$ cat src/rtl/size_count_pkg.sv
// size_count_pkg: shared FSM states and default sizing for size_queue_count
package size_count_pkg;
    typedef enum logic {IDLE, COUNT} state_e;
    localparam int DEF_SIZE_W = 32;
    localparam int DEF_DEPTH  = 4;
    localparam int ORPHAN_W   = 8;
endpackage

$ cat src/rtl/size_fifo.sv
// size_fifo: first-word-fall-through synchronous FIFO holding queued transfer sizes
module size_fifo #(
    parameter int SIZE_W = 32,
    parameter int DEPTH  = 4,
    localparam int PTR_W = $clog2(DEPTH),
    localparam int LVL_W = $clog2(DEPTH + 1)
) (
    input  logic              clock,
    input  logic              rst_n,
    input  logic              push,
    input  logic              pop,
    input  logic [SIZE_W-1:0] din,
    output logic [SIZE_W-1:0] dout,
    output logic              full,
    output logic              empty,
    output logic [LVL_W-1:0]  level
);
    logic [SIZE_W-1:0] mem_q [DEPTH];
    logic [SIZE_W-1:0] mem_d [DEPTH];
    logic [PTR_W-1:0]  wr_q, wr_d, rd_q, rd_d;
    logic [LVL_W-1:0]  cnt_q, cnt_d;
    logic              do_push, do_pop;

    assign full  = cnt_q == LVL_W'(DEPTH);
    assign empty = cnt_q == '0;
    assign level = cnt_q;
    assign dout  = mem_q[rd_q];

    always_comb begin
        do_push = push && !full;
        do_pop  = pop && !empty;
        mem_d   = mem_q;
        if (do_push) mem_d[wr_q] = din;
        wr_d  = do_push ? wr_q + PTR_W'(1) : wr_q;
        rd_d  = do_pop ? rd_q + PTR_W'(1) : rd_q;
        cnt_d = (do_push && !do_pop) ? cnt_q + LVL_W'(1) :
                (!do_push && do_pop) ? cnt_q - LVL_W'(1) : cnt_q;
    end

    always_ff @(posedge clock) begin
        if (!rst_n) begin
            wr_q  <= '0;
            rd_q  <= '0;
            cnt_q <= '0;
        end else begin
            wr_q  <= wr_d;
            rd_q  <= rd_d;
            cnt_q <= cnt_d;
        end
    end

    always_ff @(posedge clock) mem_q <= mem_d;
endmodule

$ cat src/rtl/size_queue_count.sv
// size_queue_count: queued size counter with last-beat flag; SIZE_QUEUE_COUNT_ORPHAN_EN adds orphan tracking
module size_queue_count
    import size_count_pkg::*;
#(
    parameter int SIZE_W = DEF_SIZE_W,
    parameter int DEPTH  = DEF_DEPTH,
    localparam int LVL_W = $clog2(DEPTH + 1)
) (
    input  logic                clock,
    input  logic                rst_n,
    input  logic [SIZE_W-1:0]   size,
    input  logic                size_valid,
    output logic                size_ready,
    input  logic                data_start,
    output logic                last,
    output logic                busy,
    output logic [SIZE_W-1:0]   remaining,
    output logic [LVL_W-1:0]    level
`ifdef SIZE_QUEUE_COUNT_ORPHAN_EN
    ,
    output logic                orphan,
    output logic [ORPHAN_W-1:0] orphan_cnt
`endif
);
    state_e            state_q, state_d;
    logic [SIZE_W-1:0] rem_q, rem_d, head;
    logic              full, empty, push, pop;

    // zero-length sizes complete the handshake but never reach the queue
    assign push       = size_valid && size_ready && size != '0;
    assign size_ready = !full;
    assign busy       = state_q == COUNT;
    assign last       = busy && rem_q == SIZE_W'(1);
    assign remaining  = rem_q;

    size_fifo #(.SIZE_W(SIZE_W), .DEPTH(DEPTH)) u_fifo (
        .clock(clock),
        .rst_n(rst_n),
        .push (push),
        .pop  (pop),
        .din  (size),
        .dout (head),
        .full (full),
        .empty(empty),
        .level(level)
    );

    always_comb begin
        state_d = state_q;
        rem_d   = rem_q;
        pop     = 1'b0;
        if (state_q == IDLE) begin
            if (!empty) begin
                pop     = 1'b1;
                state_d = COUNT;
                rem_d   = head;
            end
        end else if (data_start) begin
            if (!last) rem_d = rem_q - SIZE_W'(1);
            else if (!empty) begin
                pop   = 1'b1;
                rem_d = head;
            end else begin
                state_d = IDLE;
                rem_d   = '0;
            end
        end
    end

    always_ff @(posedge clock) begin
        if (!rst_n) begin
            state_q <= IDLE;
            rem_q   <= '0;
        end else begin
            state_q <= state_d;
            rem_q   <= rem_d;
        end
    end

`ifdef SIZE_QUEUE_COUNT_ORPHAN_EN
    logic                orphan_q, orphan_d, beat_idle;
    logic [ORPHAN_W-1:0] ocnt_q, ocnt_d;

    assign orphan     = orphan_q;
    assign orphan_cnt = ocnt_q;

    always_comb begin
        beat_idle = data_start && state_q == IDLE;
        orphan_d  = orphan_q || beat_idle;
        ocnt_d    = (beat_idle && ocnt_q != '1) ? ocnt_q + ORPHAN_W'(1) : ocnt_q;
    end

    always_ff @(posedge clock) begin
        if (!rst_n) begin
            orphan_q <= 1'b0;
            ocnt_q   <= '0;
        end else begin
            orphan_q <= orphan_d;
            ocnt_q   <= ocnt_d;
        end
    end
`endif
endmodule

$ cat config.mk
export PLATFORM = sky130hd
export DESIGN_NAME = size_queue_count
export DESIGN_NICKNAME = d
export VERILOG_FILES = /design/src/rtl/size_count_pkg.sv /design/src/rtl/size_fifo.sv /design/src/rtl/size_queue_count.sv
export SDC_FILE = /design/constraint.sdc
export NUM_CORES = 1
export LEC_CHECK = 0
export BUFFER_PORTS_ARGS = -buffer_cell sky130_fd_sc_hd__clkbuf_2
export CAP_MARGIN = 20
export CORE_UTILIZATION = 35
export CTS_BUF_LIST = sky130_fd_sc_hd__clkbuf_4 sky130_fd_sc_hd__clkbuf_8
export DETAILED_ROUTE_END_ITERATION = 12
export SLEW_MARGIN = 0
export SYNTH_ARGS = -nofsm -noshare
export SYNTH_HDL_FRONTEND = slang
export SYNTH_SLANG_ARGS = --single-unit
$ cat constraint.sdc
create_clock -name clock -period 3.25 [get_ports clock]
set_clock_uncertainty 0.1 [all_clocks]
set_input_delay 0.65 -clock clock [delete_from_list [all_inputs] [get_ports clock]]
set_output_delay 0.65 -clock clock [all_outputs]
set_load 0.05 [all_outputs]
==> results of run 1 <==
[cell usage after synthesis (2+ instances only)]
cell type | count | share of area (%)
a21o_1 | 4 | 0.41
a21oi_1 | 36 | 2.5
a31o_2 | 3 | 0.36
a31oi_1 | 19 | 1.6
and2_1 | 6 | 0.52
and3_1 | 7 | 0.60
and4_1 | 2 | 0.24
buf_1 | 2 | 0.10
buf_2 | 7 | 0.48
clkbuf_1 | 22 | 1.1
dfxtp_1 | 40 | 11
edfxtp_1 | 128 | 53
ha_1 | 7 | 1.2
inv_1 | 8 | 0.41
mux2i_1 | 4 | 0.55
mux4_2 | 32 | 10
nand2_1 | 29 | 1.5
nand3_1 | 12 | 0.83
nand4_1 | 10 | 0.86
nor2_1 | 32 | 1.7
nor3_1 | 15 | 1.0
nor3b_1 | 2 | 0.21
nor4_1 | 22 | 1.9
o211a_1 | 3 | 0.41
o211ai_1 | 3 | 0.31
o21ai_0 | 30 | 2.1
o21ai_1 | 2 | 0.14
o311ai_0 | 3 | 0.36
o31a_1 | 5 | 0.60
or2_2 | 4 | 0.35
or3_1 | 4 | 0.35
xor2_1 | 4 | 0.48
[placed cells by master (no fill, tap or decap), types with 3 or more instances in the layout]
cell and instances:
a21o_1 4, and3_1 6, clkbuf_8 18, buf_4 15, and2_1 6, dfxtp_1 35, or3_1 4, or2_2 4
mux4_2 32, edfxtp_1 128, inv_1 6, clkbuf_2 72, o211a_1 3, inv_6 8, nand4_1 10, nand3_1 12
mux2i_1 3, nor3_1 14, a31oi_1 19, o311ai_0 3, buf_12 5, ha_1 6, a21oi_1 36, xor2_1 4
dfxtp_2 3, nor4_2 3, o21ai_0 30, nand2_1 29, nor2_1 32, a31o_2 3, o31a_1 5, o211ai_1 3
nor4_1 20
[power by group through the flow]
stage / Sequential [µW] / Combinational, µW / Clock [µW]
floorplan: 3690 / 2210 / 0
global placement: 3100 / 3890 / 0
detailed placement: 3120 / 3930 / 0
CTS: 3070 / 3990 / 1400
global route: 3140 / 4360 / 1490
finish: 3090 / 4030 / 1360
[path summary, 6_finish.rpt]
path / to / start / slack [ns] / cells past startpoint
worst max-delay path: last / remaining[9] / 0.14 / 5
worst max register to register: u_fifo.level[1] / remaining[9] / 0.17 / 11
worst min register to register: remaining[11] / remaining[11] / 0.43 / 2
worst min-delay path: u_fifo.mem_q[86] / size[22] / 0.33 / 1
[layer usage]
layer  track usage [%]  vias to the layer above  wire, µm
met2              27.9                      159      8500
met3              4.01                       22      1080
met1              23.9                     2397      7980
li1                  -                     2251         -
met5                 0                        -         0
met4              5.21                        0       238
[cell families after synthesis]
group           count (synthesis)
compound gates                116
simple gates                  153
xor+xnor                        5
fa+ha+maj                       8
mux                            37
buf+inv                        40
flops                         168
[state kept, by name (all words and copies together), names as in the netlist]
| name | cells |
|---|---|
| busy | 1 |
| remaining | 32 |
| u_fifo.level | 3 |
| u_fifo.mem_q | 128 |
| u_fifo.rd_q | 2 |
| u_fifo.wr_q | 2 |
[final cells by class]
class                   instances  area (µm²)
fillers                      1858       11800
flip-flops and latches        168        4660
multi-input cells             319        2490
repair buffers                 94         598
well taps                     270         338
clock buffers                  18         241
clock inverters                14         111
inverters                       8        30.0
[critical path, stage by stage, from the launching register on]
cell,delay (ns)
dfxtp_4,0.38
or4_4,0.56
or4_4,0.46
nor3_4,0.17
and2_1,0.16
clkbuf_8,0.18
[what timing repair did]
action | CTS | global route
buffers inserted | 1 | 1
endpoints found under the hold margin | 0 | 0
setup endpoints to repair | 1 | 4
gates resized for setup | 4 | 3
pin swaps | 1 | 3
[per-stage QoR]
step	std cells	total power [µW]	setup slack [ns]
2_1_floorplan	527	5900	0.00915
3_3_place_gp	857	6990	0.230
3_5_place_dp	857	7050	0.146
4_1_cts	890	8460	0.00805
5_1_grt	891	8990	0.0445
6_report	891	8480	0.140
==> results_dict.tcl, run 1 <==
set metrics [dict create \
    numCtsBuffers 17 \
    core-area_um2 20200 \
    cts_num_sinks 168 \
    final.setup.tns_ns 0 \
    clk_path_buf_depth 2 \
    worst_pin_slew_ns 0.753 \
    hold_violations 0 \
    synthCells 527 \
    grt_pass1_wl_um 28100 \
    synth_top_family_by_area "simple AND/OR/NAND/NOR gates" \
    yosys_warnings 0 \
    vdd_ir_drop_max_mv 0.398 \
    place_congestion 0.892 \
    synthAdderAreaFrac_pct 1.49 \
    comb_power_share_pct 47.6 \
    hold_buffers 0 \
    rows 52 \
    synth_flop_cell "edfxtp_1" \
    period_minus_slack_ns 3.11 \
    hpwl_um 11900 \
    synthSimpleGateAreaFrac_pct 11.0 \
    yosysSeqAreaShare_pct 64.1 \
    wl_per_cell_um 20.0 \
    p_int_uw 4650 \
    ys_async_sr_fraction_pct 0 \
    numPortBuffers 73 \
    setup.worst_path.end_class "primary output" \
    synth_nets 571 \
    placed_area_um2 8060 \
    rsz0062_at_grt "no" \
    status "finished, final reports clean" \
    die-area_um2 21300 \
    drive_above_1_share_pct 29.6 \
    diodes 0 \
    final_util_pct 41.8 \
    grt-ovfl-total 0 \
    firstDrtPassIters 5 \
    drtIter0Drc 445 \
    syn_avg_cell_area_um2 13.7 \
    p_seq_share_pct 36.4 \
    final_nets 652 \
    vias 4829 \
    die-width_um 146 \
    cts_tree "done" \
    hold-worst-slack_ns 0.326 \
    cellLeakagePower_uw 0.00292 \
    p_switching_uw 3830 \
    ys_ff_latch 168 \
    ios 74 \
    worstSetupStartpointType "flip-flop" \
    netlist_area_um2 7240 \
    antenna_found_initial 0 \
    synthMuxAreaShare_pct 10.7 \
    syn_to_final_growth_pct 16.9 \
    clk_pin_slew_ns 0.09 \
    critPathKind "reg -> out" \
    drv_slew 0 \
    setup_viol 0 \
    worst_skew_pair.late_latency_ns 0.46 \
    fmax_mhz 321 \
    powerDensity_nw_per_um2 1000 \
    route.detailed.drc 0 \
    finalInstanceArea_um2 8470 \
    drv_cap 0 \
    grt_max_degree 55 \
    ant_nets 0 \
    worstPathMaxFanout 8 \
    viasPerCell 5.42 \
    groute.usage.overall_pct 17.5 \
    synth.distinct_cells 52 \
    hold_path.class "in -> reg" \
    routed_wl_um 17800 \
    required_ns 2.50 \
    switching_share_pct 45.2 \
    clock_power_share_pct 16.1 \
    synthXorXnorAreaFrac_pct 0.605 \
    relSlewSlack_pct 49.7 \
    critical_path_arrival_ns 2.36 \
    initial_core_util_pct 35.8 \
    grt_pass1_vias 4897 \
    synth_edf_count 128 \
    die_h_um 146 \
    htree_levels 4 \
    cts-root-buf "clkbuf_8" \
    fin_crit_sh_pct 95.7 \
    synth-compound-area-share_pct 9.90 \
]
No activity file was read; power rests on OpenSTA's default activity.
==> inputs of run 2 (changes only) <==
Settings changed: ABC_AREA from default to 1, MAX_ROUTING_LAYER from default to met4.
==> run 2 against run 1 <==
Via count rose by 27%. Synthesized cell count rose by 62%. Area after synthesis is 8.4% higher. Register-to-register slack gained 0.68 ns. Die area grew 8.3%. First-iteration DRC count grew 54%. Global-route usage rose by 1.5 points. Utilization shrank 0.93 points. Critical endpoint unchanged. Largest power group unchanged.
==> results_dict.tcl, run 2 <==
set metrics [dict create \
    drv_cap 0 \
    synthTopCellsByArea "edfxtp_1 (49%), dfxtp_1 (10%), nor2_1 (7.7%), nand2_1 (6.9%), nand3_1 (4.7%)" \
    worst_pin_slew_ns 0.683 \
    finalInstanceArea_um2 8960 \
    core-area_um2 21900 \
    fin_crit_sh_pct 87.0 \
    r2r_setup_slack_ns 0.85 \
    setup.worst_path.end_class "primary output" \
    die-area_um2 23000 \
    worst_skew_pair.late_latency_ns 0.46 \
    rsz0062_at_grt "no" \
    groute.usage.overall_pct 19.1 \
    setup_viol 0 \
    vias 6150 \
    synth_common_cells "nor2_1 (160), nand2_1 (144), edfxtp_1 (128)" \
    fmax_mhz 354 \
    clk_pin_slew_ns 0.10 \
    hold_buffers 0 \
    routed_wl_um 20300 \
    critPathKind "reg -> out" \
    ys_async_sr_fraction_pct 0 \
    antenna_found_initial 0 \
    largest_register_ffs 128 \
    period_minus_slack_ns 2.83 \
    synth_flop_cell "edfxtp_1" \
    required_ns 2.50 \
    route.detailed.drc 0 \
    cts_setup_buffers 0 \
    cts-resized-gates 0 \
    hold_path.class "in -> reg" \
    powerDensity_nw_per_um2 1000 \
    relSlewSlack_pct 54.2 \
    syn_to_final_growth_pct 14.1 \
    grt_max_degree 59 \
    yosysSeqAreaShare_pct 59.2 \
    die_h_um 152 \
    numPortBuffers 73 \
    wl_per_cell_um 16.7 \
    diodes 0 \
    firstDrtPassIters 5 \
    drv_slew 0 \
    die-width_um 152 \
    stdcell_count 1213 \
    placed_area_um2 8600 \
    drtIter0Drc 686 \
    ys_ff_latch 168 \
    grt_pass1_vias 5562 \
    grt_pass1_wl_um 31600 \
    status "finished, final reports clean" \
    drive_above_1_share_pct 15.4 \
    worstSetupStartpointType "flip-flop" \
    hpwl_um 13500 \
    viasPerCell 5.07 \
    synth_nets 896 \
    htree_levels 4 \
    placedCellCount 1181 \
    top_register "u_fifo.mem_q" \
    netlist_area_um2 7850 \
    numCtsBuffers 17 \
    grt-ovfl-total 0 \
    syn_avg_cell_area_um2 9.21 \
    final_cell_mix "nor2_1 (156), nand2_1 (144), edfxtp_1 (128), nand3_1 (74), clkbuf_2 (73)" \
    synthCells 852 \
    yosysMostFrequentCell "nor2_1" \
    ios 74 \
    clk_path_buf_depth 2 \
    vdd_ir_drop_max_mv 0.480 \
    cellLeakagePower_uw 0.00355 \
    synth.distinct_cells 34 \
    mostFrequentLayoutCell "nor2_1" \
    initial_core_util_pct 35.9 \
    hold-worst-slack_ns 0.316 \
    cts_num_sinks 168 \
    worstPathMaxFanout 5 \
    place_congestion 0.915 \
    critical_path_arrival_ns 2.08 \
    yosys_warnings 0 \
    ant_nets 0 \
    rows 54 \
    final_nets 964 \
    yosysTopAreaCell "edfxtp_1" \
    cts_tree "done" \
    hold_violations 0 \
    synth_top_cell_area_share_pct 49.0 \
    synth_edf_count 128 \
    cts-root-buf "clkbuf_8" \
]
==> run 2: cell count changes in the layout (fill, tap and decap cells not counted), moves of 11 or more <==
cell	change
a31oi_1	-17
nor2_1	+124
o22ai_1	+20
inv_1	+62
nand3_1	+62
a32o_1	+11
o21ai_0	+42
mux4_2	-32
nor4_1	-20
nand2_1	+115
==> run 2: cells by family after synthesis <==
family / Yosys count / synth area share [%]
buf+inv: 110 / 5.67
fa+ha+maj: 8 / 1.37
flops: 168 / 59.2
compound gates: 144 / 10.5
xor+xnor: 11 / 1.23
simple gates: 411 / 22.1
==> run 2: layer usage <==
metal | GRT usage, % | part of all wire, %
met1 | 27.4 | 48
met2 | 27.7 | 44
met4 | 4.80 | 1.1
met5 | - | 0
met3 | 3.38 | 7.3
==> run 2: final timing paths <==
kind | to | cells past startpoint | from
max | last | 6 | remaining[0]
min reg2reg | u_fifo.level[2] | 2 | u_fifo.level[2]
max reg2reg | u_fifo.level[2] | 11 | u_fifo.level[0]
min | u_fifo.mem_q[31] | 1 | size[31]
==> run 2: layout make-up <==
cell class	count	area, µm²
Tap cell	280	350
Multi-Input combinational cell	574	2800
Fill cell	2212	12900
Sequential cell	168	4650
Timing Repair Buffer	86	526
Clock inverter	13	110
Inverter	73	274
Clock buffer	19	249
==> run 2: where the power goes <==
group,internal [µW],switching [µW]
registers,2730,413
logic,1240,3220
clock network,570,834
==> run 2: critical path, stage by stage (launching register included) <==
cell,delay [ns]
dfxtp_1,0.46
ha_1,0.22
nand2_1,0.07
nor2_1,0.10
nand2_1,0.11
nor3_1,0.31
clkbuf_2,0.34
==> run 2: stage by stage <==
stage               total power [µW]  setup slack (ns)  utilization (%)  setup TNS, ns
finish                          9000             0.423             40.9              0
global route                    9650             0.246             40.9              0
CTS                             9010             0.400             40.9              0
detailed placement              7610             0.558             39.3              0
global placement                7590             0.599             39.3              0
floorplan                       6370            -0.306                -         -39.15
==> inputs of run 3 (changes only) <==
Settings changed: CORE_ASPECT_RATIO from default to 0.9, SYNTH_HIERARCHICAL from default to 1.
Clock period 3.25 ns to 2.9 ns, I/O delays scaled along.
==> run 3 against run 2 <==
Sequential cell count unchanged. Power up 17%. Largest cell class unchanged. Setup slack worse by 0.27 ns. Cell count up 4.8%. Die area up 0.92%. Global-route usage down 0.35 points. Utilization up 1.9 points. Critical endpoint unchanged.
==> results_dict.tcl, run 3 <==
set metrics [dict create \
    synth_common_cells "nor2_1 (156), nand2_1 (134), edfxtp_1 (128)" \
    viasPerCell 4.94 \
    synthSimpleGateAreaFrac_pct 20.5 \
    synth_top_cell_area_share_pct 48.5 \
    htree_levels 4 \
    yosysMostFrequentCell "nor2_1" \
    wl_per_cell_um 16.2 \
    hold_buffers 0 \
    relSlewSlack_pct 27.1 \
    switching_share_pct 48.4 \
    critical_path_arrival_ns 2.06 \
    yosysTopAreaCell "edfxtp_1" \
    largest_register_ffs 128 \
    vias 6275 \
    worst_pin_slew_ns 1.09 \
    synthMuxAreaShare_pct 0 \
    synth_flop_cell "edfxtp_1" \
    clock_power_share_pct 16.6 \
    multi_input_comb_area_um2 2790 \
    synth.distinct_cells 34 \
    syn_avg_cell_area_um2 9.33 \
    cts_tree "done" \
    die-area_um2 23200 \
    hpwl_um 14200 \
    clk_path_buf_depth 2 \
    required_ns 2.22 \
    power_uw 10500 \
    yosys_warnings 6 \
    p_seq_share_pct 32.8 \
    synth_nets 893 \
    worstPathMaxFanout 6 \
    drtIter0Drc 546 \
    die_h_um 145 \
    p_int_uw 5430 \
    powerDensity_nw_per_um2 1120 \
    vdd_ir_drop_max_mv 0.521 \
    cellLeakagePower_uw 0.00387 \
    synthCells 849 \
    yosysSeqAreaShare_pct 58.6 \
    groute.usage.overall_pct 18.7 \
    numCtsBuffers 17 \
    grt_pass1_wl_um 31800 \
    grt_max_degree 59 \
    ios 74 \
    final.setup.tns_ns 0 \
    period_minus_slack_ns 2.74 \
    cts-resized-gates 0 \
    drv_cap 0 \
    synthXorXnorAreaFrac_pct 1.55 \
    p_switching_uw 5100 \
    fillers 2136 \
    rsz0062_at_grt "no" \
    ys_ff_latch 168 \
    fmax_mhz 364 \
    final_cell_mix "nor2_1 (150), nand2_1 (134), edfxtp_1 (128), o21ai_0 (94), inv_1 (78)" \
    numPortBuffers 73 \
    syn_to_final_growth_pct 18.1 \
    cts_setup_buffers 0 \
    worst_skew_pair.late_latency_ns 0.46 \
    die-width_um 161 \
    final_util_pct 42.8 \
    netlist_area_um2 7920 \
    ant_nets 0 \
    synth_edf_count 128 \
    top_register "u_fifo/mem_q" \
    route.detailed.drc 0 \
    firstDrtPassIters 5 \
    hold_violations 0 \
    synthTopCellsByArea "edfxtp_1 (49%), dfxtp_1 (10%), nor2_1 (7.4%), nand2_1 (6.3%), o21ai_0 (5.9%)" \
    ys_async_sr_fraction_pct 0 \
    hold-worst-slack_ns 0.265 \
    place_congestion 0.915 \
    final_nets 1011 \
    mostFrequentLayoutCell "nor2_1" \
    cts_num_sinks 168 \
    grt-ovfl-total 0 \
    rows 51 \
    status "finished, final reports clean" \
    synth_top_family_by_area "simple AND/OR/NAND/NOR gates" \
    antenna_found_initial 0 \
    hold_path.class "in -> reg" \
    grt_pass1_vias 5689 \
    regArea_um2 4650 \
    core-area_um2 21900 \
    cts-root-buf "clkbuf_8" \
    setup_viol 0 \
    initial_core_util_pct 36.2 \
    critPathKind "reg -> out" \
    setup.worst_path.end_class "primary output" \
    drv_slew 0 \
    diodes 0 \
    comb_power_share_pct 50.6 \
    fin_crit_sh_pct 94.7 \
    synth-compound-area-share_pct 11.2 \
    clk_pin_slew_ns 0.09 \
    drive_above_1_share_pct 20.9 \
    worstSetupStartpointType "flip-flop" \
    routed_wl_um 20500 \
    synthAdderAreaFrac_pct 1.36 \
]
==> run 3: cell count changes in the layout (fill, tap and decap cells not counted), moves of 10 or more <==
cell     previous run  this run
a32o_1             11         0
nand3_1            74        43
inv_1              68        78
buf_4               8        60
o21ai_0            72        94
nand2_1           144       134
o22ai_1            21        32
a21oi_1            34        22
==> run 3: path summary, 6_finish.rpt <==
check | start | endpoint | slack [ns] | depth (start not counted)
hold reg to reg | u_fifo/wr_q[1] | u_fifo/wr_q[1] | 0.42 | 2
setup reg to reg | remaining[1] | u_fifo/level[1] | 0.25 | 14
setup / recovery | remaining[11] | last | 0.16 | 8
hold / removal | size[16] | u_fifo/mem_q[80] | 0.26 | 1
==> run 3: logic make-up (layout without fill, tap and decap cells) <==
kind of cell / Yosys count / count (layout)
adder cells (fa/ha/maj): 8 / 8
AND/OR/NAND/NOR: 378 / 378
buffers and inverters: 116 / 247
XOR/XNOR: 14 / 14
AO/OA/AOI/OAI: 165 / 165
flip-flops: 168 / 168
==> run 3: power by group through the flow <==
stage / Sequential (µW) / Combinational (µW) / Clock (µW)
3_3_place_gp: 3500 / 5250 / 0
4_1_cts: 3450 / 5320 / 1780
2_1_floorplan: 4340 / 2930 / 0
5_1_grt: 3500 / 5890 / 1880
6_report: 3450 / 5330 / 1750
3_5_place_dp: 3500 / 5300 / 0
==> run 3: cell type report <==
type / instances / share of cell area, %
multi-input cells: 565 / 29.8
well taps: 291 / 3.89
inverters: 81 / 3.25
flip-flops and latches: 168 / 49.6
clock inverters: 15 / 1.98
clock buffers: 17 / 2.50
repair buffers: 134 / 8.93
==> run 3: metal layers <==
metal  part of all wire (%)  track usage [%]  vias up
li1                       -                -     3129
met1                     49             26.0     2927
met2                     44             28.2      200
met3                    6.4             3.56       19
met4                    1.1             4.71        0
met5                      0                -        -
==> run 3: metrics by stage <==
stage	worst slack (ns)	cell area (µm²)	instances
2_1_floorplan	-0.278	7920	849
3_3_place_gp	-0.109	8940	1239
3_5_place_dp	-0.226	8940	1239
4_1_cts	0.129	9360	1271
5_1_grt	0.00132	9360	1271
6_report	0.155	9360	1271
==> run 3: critical path: stages (launching register included) <==
cell	delay, ns
dfxtp_1	0.40
nor2_2	0.18
nand2_1	0.09
nor2_1	0.26
nand2_1	0.09
nor2_1	0.09
nand3_1	0.14
inv_1	0.10
clkbuf_2	0.27
